--- src/rtl/ctrl_flow_pkg.sv ---
// ----------------------------------------------------------------------------
// ctrl_flow_pkg
//   Shared definitions for the CALL/RET sequencer:
//     - instruction op encodings presented on req_op
//     - fault codes reported on fault_code
//     - sequencer FSM state type
//     - default program-counter and stack-pointer widths
// ----------------------------------------------------------------------------
package ctrl_flow_pkg;

    localparam int PC_W_DEF = 19;
    localparam int SP_W_DEF = 8;

    localparam logic [1:0] OP_CALL = 2'b01;
    localparam logic [1:0] OP_RET  = 2'b10;

    localparam logic [1:0] FAULT_NONE      = 2'b00;
    localparam logic [1:0] FAULT_OVERFLOW  = 2'b01;
    localparam logic [1:0] FAULT_UNDERFLOW = 2'b10;
    localparam logic [1:0] FAULT_ILLEGAL   = 2'b11;

    typedef enum logic [2:0] {
        IDLE   = 3'd0,
        PUSH   = 3'd1,
        POP_RD = 3'd2,
        POP_WB = 3'd3,
        RESP   = 3'd4
    } seq_state_t;

endpackage

--- src/rtl/return_stack_ram.sv ---
// ----------------------------------------------------------------------------
// return_stack_ram
//   Return-address storage: 2**AW entries of DW bits, one write port and one
//   synchronous read port (rdata valid the cycle after re). No reset; contents
//   are only meaningful once written.
// Ports
//   clk    in   1   clock
//   we     in   1   write enable
//   waddr  in   AW  write address
//   wdata  in   DW  write data
//   re     in   1   read enable
//   raddr  in   AW  read address
//   rdata  out  DW  registered read data
// ----------------------------------------------------------------------------
module return_stack_ram #(
    parameter int AW = 8,
    parameter int DW = 19
) (
    input  logic          clk,
    input  logic          we,
    input  logic [AW-1:0] waddr,
    input  logic [DW-1:0] wdata,
    input  logic          re,
    input  logic [AW-1:0] raddr,
    output logic [DW-1:0] rdata
);

    logic [DW-1:0] mem [0:(2**AW)-1];

    always_ff @(posedge clk) begin
        if (we) begin
            mem[waddr] <= wdata;
        end
        if (re) begin
            rdata <= mem[raddr];
        end
    end

endmodule

--- src/rtl/call_ret_sequencer.sv ---
// ----------------------------------------------------------------------------
// call_ret_sequencer
//   Multi-cycle CALL/RET controller with an internal return-address stack.
//   CALL pushes req_pc+1 and jumps to req_addr; RET pops the top entry into
//   new_pc. Overflow, underflow and illegal ops are rejected at acceptance
//   and reported with a fault pulse, leaving all state untouched.
// Ports
//   clk         in   1       clock
//   rst_n       in   1       asynchronous active-low reset
//   req_valid   in   1       instruction presented by decode
//   req_ready   out  1       high only while idle
//   req_op      in   2       01 CALL, 10 RET, others illegal
//   req_addr    in   PC_W    CALL target
//   req_pc      in   PC_W    PC of the instruction
//   done_valid  out  1       one-cycle completion pulse
//   new_pc      out  PC_W    next PC, held between completions
//   sp          out  SP_W    stack pointer (grows downward)
//   depth       out  SP_W+1  entries on the stack
//   fault       out  1       completion was a rejection
//   fault_code  out  2       01 overflow, 10 underflow, 11 illegal
// ----------------------------------------------------------------------------
module call_ret_sequencer
    import ctrl_flow_pkg::*;
#(
    parameter int              PC_W    = PC_W_DEF,
    parameter int              SP_W    = SP_W_DEF,
    parameter int              DEPTH   = 2**SP_W,
    parameter logic [SP_W-1:0] SP_INIT = '1
) (
    input  logic            clk,
    input  logic            rst_n,
    input  logic            req_valid,
    output logic            req_ready,
    input  logic [1:0]      req_op,
    input  logic [PC_W-1:0] req_addr,
    input  logic [PC_W-1:0] req_pc,
    output logic            done_valid,
    output logic [PC_W-1:0] new_pc,
    output logic [SP_W-1:0] sp,
    output logic [SP_W:0]   depth,
    output logic            fault,
    output logic [1:0]      fault_code
);

    localparam logic [SP_W:0] FULL_DEPTH = (SP_W+1)'(DEPTH);

    seq_state_t      state;
    logic [PC_W-1:0] cap_addr;
    logic [PC_W-1:0] cap_pc;
    logic            accept;

    logic            ram_we;
    logic [SP_W-1:0] ram_waddr;
    logic [PC_W-1:0] ram_wdata;
    logic            ram_re;
    logic [SP_W-1:0] ram_raddr;
    logic [PC_W-1:0] ram_rdata;

    assign accept = req_valid && req_ready;

    // RAM controls are decoded from the state register so that an async
    // reset during PUSH immediately suppresses the pending write.
    assign ram_we    = (state == PUSH);
    assign ram_waddr = sp;
    assign ram_wdata = cap_pc + PC_W'(1);
    assign ram_re    = (state == POP_RD);
    assign ram_raddr = sp + SP_W'(1);

    return_stack_ram #(
        .AW (SP_W),
        .DW (PC_W)
    ) u_ram (
        .clk   (clk),
        .we    (ram_we),
        .waddr (ram_waddr),
        .wdata (ram_wdata),
        .re    (ram_re),
        .raddr (ram_raddr),
        .rdata (ram_rdata)
    );

    // Captured request operands; data only, so no reset.
    always_ff @(posedge clk) begin
        if (accept) begin
            cap_addr <= req_addr;
            cap_pc   <= req_pc;
        end
    end

    always_ff @(posedge clk or negedge rst_n) begin
        if (!rst_n) begin
            state      <= IDLE;
            sp         <= SP_INIT;
            depth      <= '0;
            new_pc     <= '0;
            done_valid <= 1'b0;
            fault      <= 1'b0;
            fault_code <= FAULT_NONE;
            req_ready  <= 1'b1;
        end else begin
            unique case (state)
                // Acceptance: faults are decided here from the live request.
                IDLE: begin
                    if (accept) begin
                        req_ready <= 1'b0;
                        case (req_op)
                            OP_CALL: begin
                                if (depth == FULL_DEPTH) begin
                                    fault      <= 1'b1;
                                    fault_code <= FAULT_OVERFLOW;
                                    done_valid <= 1'b1;
                                    state      <= RESP;
                                end else begin
                                    fault      <= 1'b0;
                                    fault_code <= FAULT_NONE;
                                    state      <= PUSH;
                                end
                            end
                            OP_RET: begin
                                if (depth == '0) begin
                                    fault      <= 1'b1;
                                    fault_code <= FAULT_UNDERFLOW;
                                    done_valid <= 1'b1;
                                    state      <= RESP;
                                end else begin
                                    fault      <= 1'b0;
                                    fault_code <= FAULT_NONE;
                                    state      <= POP_RD;
                                end
                            end
                            default: begin
                                fault      <= 1'b1;
                                fault_code <= FAULT_ILLEGAL;
                                done_valid <= 1'b1;
                                state      <= RESP;
                            end
                        endcase
                    end
                end
                // Push: RAM write commits on this edge alongside sp/depth.
                PUSH: begin
                    sp         <= sp - SP_W'(1);
                    depth      <= depth + (SP_W+1)'(1);
                    new_pc     <= cap_addr;
                    done_valid <= 1'b1;
                    state      <= RESP;
                end
                // Pop read: RAM samples mem[sp+1] on this edge.
                POP_RD: begin
                    sp    <= sp + SP_W'(1);
                    state <= POP_WB;
                end
                // Pop writeback: registered read data becomes the new PC.
                POP_WB: begin
                    new_pc     <= ram_rdata;
                    depth      <= depth - (SP_W+1)'(1);
                    done_valid <= 1'b1;
                    state      <= RESP;
                end
                // Response: single-cycle done pulse, then ready again.
                RESP: begin
                    done_valid <= 1'b0;
                    req_ready  <= 1'b1;
                    state      <= IDLE;
                end
                default: begin
                    done_valid <= 1'b0;
                    req_ready  <= 1'b1;
                    state      <= IDLE;
                end
            endcase
        end
    end

endmodule
--- config.mk ---
export PLATFORM = sky130hd
export DESIGN_NAME = call_ret_sequencer
export DESIGN_NICKNAME = d
export VERILOG_FILES = /design/src/rtl/ctrl_flow_pkg.sv /design/src/rtl/return_stack_ram.sv /design/src/rtl/call_ret_sequencer.sv
export SDC_FILE = /design/constraint.sdc
export NUM_CORES = 2
export LEC_CHECK = 0
export CAP_MARGIN = 0
export CORE_ASPECT_RATIO = 1.2
export CORE_MARGIN = 1.5
export CORE_UTILIZATION = 60
export CTS_CLUSTER_DIAMETER = 100
export DETAILED_ROUTE_END_ITERATION = 8
export GPL_ROUTABILITY_DRIVEN = 1
export PLACE_DENSITY = 0.76
export SYNTH_ARGS = -nofsm -noshare
export SYNTH_HDL_FRONTEND = slang
export SYNTH_MEMORY_MAX_BITS = 65536
export SYNTH_SLANG_ARGS = --single-unit
--- constraint.sdc ---
create_clock -name clk -period 13.4 [get_ports clk]
set_input_delay 1.34 -clock clk [delete_from_list [all_inputs] [get_ports clk]]
set_output_delay 1.34 -clock clk [all_outputs]
set_load 0.01 [all_outputs]
==> run metrics <==
Post-CTS Setup Bufs 0; flop2flop setup slack 6.25 ns; Synth Instances 8,314; first-pass GRT wire length 696,000 um; Top FF cell, synth edfxtp_1; min Tclk post-route between 7 and 8 ns; Post-Syn Area between 0.15 and 0.2 mm2; vias in the first global route 94,100; Chip Height 617 um; total CTS buffers 446; CTS tree built; Crit Path Max Fanout approximately 130; initial antenna violation count 24; top cells by area, synth edfxtp_1 (78%), mux4_2 (15%), a222oi_1 (1.2%), a22oi_1 (0.62%), buf_2 (0.59%); skew final 0.0644 ns; Die X-Extent 515 um; share of layout cells above drive strength 1 between 20% and 30%; area share of and/or/nand/nor cells after synthesis 1.96%; Area growth, synth to finish 11.7%; Pins Over Slew Limit 0; # clock sinks 4,965; Placeable Area 0.313 mm2; routed vias/inst 7.14; outcome finished, violations left; max-cap violations 0; register area share after synthesis 78.9%; WS Path Type register to register; syn avg cell area 22.7 um2; drt total wl around 490,000 um; IO Count 84; maximum vdd drop 0.110 mV; placed instance area 0.196 mm2; Reg clk slew, reported paths around 0.07 ns; Initial DRC Count approximately 16,000; Netlist cell types 56; share of the synthesized area in the top cell type 78.3%; Seq cells post-synth 4,965; pwr dens approximately 140 mW/mm2; design area 0.211 mm2; largest area contributor in the netlist edfxtp_1; final worst path period share 53.3%; largest net degree at the start of global routing between 150 and 200; grt ovf 0; Fin Setup TNS 0 ns; Port-buffer cells 83; Vias between 90,000 and 100k; Final Non-Filler Cells 13,300; min-delay worst type input pin to asynchronous set/reset pin; H-tree levels 5; Worst-Skew Late Latency about 1 ns; gpl congestion 0.863; post-synthesis compound-gate area fraction 2.88%; fmax 140 MHz; Die ar. 0.318 mm2; post-route ant nets 0; Synth async-reset ratio 0.886%; Initial Util 60.3%; Rel. slew slack 2.85%; Final Net Count a little under 9,000; multiplexer share of the synthesized area 14.6%; Final Util 67.3%; Max Root-Sink Buffers 4; post-CTS sizing 0; Post-synth EDFFs around 5,000; dpl hpwl approximately 260,000 um; Row Count 225; leakage roughly 63 nW; Synth Area in Adders 0.0596%; placed cell count 12,400; Net Count, Synth 8,366; hold_buf cts 0; Critical Path RT around 14 ns; WL/cell ~37 um; worst-margin pin slew 1.46 ns; xor/xnor cell area share of the yosys netlist 0.190%; failing checks design-rule violations; largest family of logic cells by synthesized area multiplexers; Worst Setup Start Kind register; drt pass-1 iters 9; Critical Path Sink Type register; Fin. Hold Viols 0; Global Route Usage Sum 30.9%; Data arrival, critical path 7.83 ns; RSZ-0062 raised after global routing false; synth warn 0; clock root buffer clkbuf_16; # setup viols final 0; # DRC 1
-- layout by cell type, fill, tap and decap left out, types with 82 or more instances in the layout --
master,count
mux4_2,1216
nor2_2,119
nand3_1,91
a21oi_1,219
nor2_1,130
a222oi_1,228
edfxtp_1,4921
a22oi_1,154
buf_4,319
clkinv_1,104
clkdlybuf4s50_1,82
clkinv_2,85
clkbuf_1,92
nand2_1,262
clkbuf_16,455
-- worst max-delay path, stage by stage (launching register included) --
cell      delay (ns)
dfstp_4         1.15
buf_12          0.62
inv_1           0.26
ha_4            0.64
buf_12          0.46
buf_4           0.69
buf_12          0.64
mux4_2          0.42
a222oi_1        0.90
a21oi_1         0.38
nand2_1         0.21
nand4_1         0.11
-- layer usage --
metal	routed length [um]	GRT usage, %	vias up
li1	-	-	36400
met1	167000	42.0	49700
met2	237000	48.7	7807
met3	58600	6.02	1185
met4	29000	15.5	10
met5	59	0	-
-- power breakdown --
part | switching [mW] | total, mW | internal (mW) | leakage [nW]
logic | 0.00723 | 0.0188 | 0.0116 | 11.3
registers | 0 | 16.8 | 16.8 | 44.8
clock network | 5.66 | 12.9 | 7.22 | 7.11
-- kinds of logic (layout without fill, tap and decap cells) --
group                    count (synthesis)  count (layout)
other                                    0              26
flip-flops                            4965            4965
AO/OA/AOI/OAI                          726             726
adder cells (fa/ha/maj)                  9               9
AND/OR/NAND/NOR                        824             824
multiplexers                          1240            1240
XOR/XNOR                                40              40
buffers and inverters                  510            1275
-- synthesized netlist by cell type, types with 8 or more instances --
library cell and number:
a222oi_1 228, a211oi_1 20, nand2_1 273, clkbuf_1 174
xor2_1 11, nand4_1 44, nor2_1 266, mux4_2 1216
ha_1 9, inv_1 10, mux2i_1 21, a211o_1 18
nand3b_1 19, a31oi_1 41, buf_6 45, buf_4 30
nand3_1 97, buf_2 223, xnor2_1 28, nor3_1 17
o21ai_0 25, buf_1 27, a21oi_1 219, edfxtp_1 4921
nor2b_1 12, and3_1 74, a22oi_1 155, and2_1 8
dfrtp_1 35, dfstp_2 9
-- flip-flops by register name, indices dropped and copies added (netlist names) --
signal       count
cap_addr        19
cap_pc          19
depth            9
done_valid       1
fault            1
fault_code       2
new_pc          19
req_ready        1
sp               8
state            3
u_ram.mem     4864
u_ram.rdata     19
-- cell type report --
| cell class | instances | area [um2] |
|---|---|---|
| clock inverters | 280 | 2870 |
| clock buffers | 548 | 11700 |
| multi-input cells | 2839 | 38000 |
| diodes | 26 | 65.1 |
| flip-flops and latches | 4965 | 149000 |
| repair buffers | 437 | 3930 |
| inverters | 10 | 45.0 |
| fillers | 18400 | 102000 |
| well taps | 4199 | 5250 |
-- per-stage QoR --
stage | power [mW] | worst slack [ns] | hold WS [ns]
finish | 29.7 | 6.25 | 0.484
detailed placement | 17.2 | 6.24 | 0.472
global route | 30.3 | 5.87 | 0.514
CTS | 29.8 | 6.17 | 0.441
global placement | 17.2 | 6.33 | 0.462
floorplan | 17.1 | 3.29 | 0.503
-- final timing paths --
kind                       startpoint  cells after the start         endpoint
setup reg to reg                sp[0]                     11  u_ram.rdata[13]
hold / removal                  rst_n                      2        new_pc[3]
hold reg to reg             new_pc[9]                      2        new_pc[9]
max in group asynchronous       rst_n                      2         depth[4]
min in group clk            new_pc[9]                      2        new_pc[9]
setup / recovery                sp[0]                     11  u_ram.rdata[13]
Note: power is estimated with default switching activity, not from simulation.
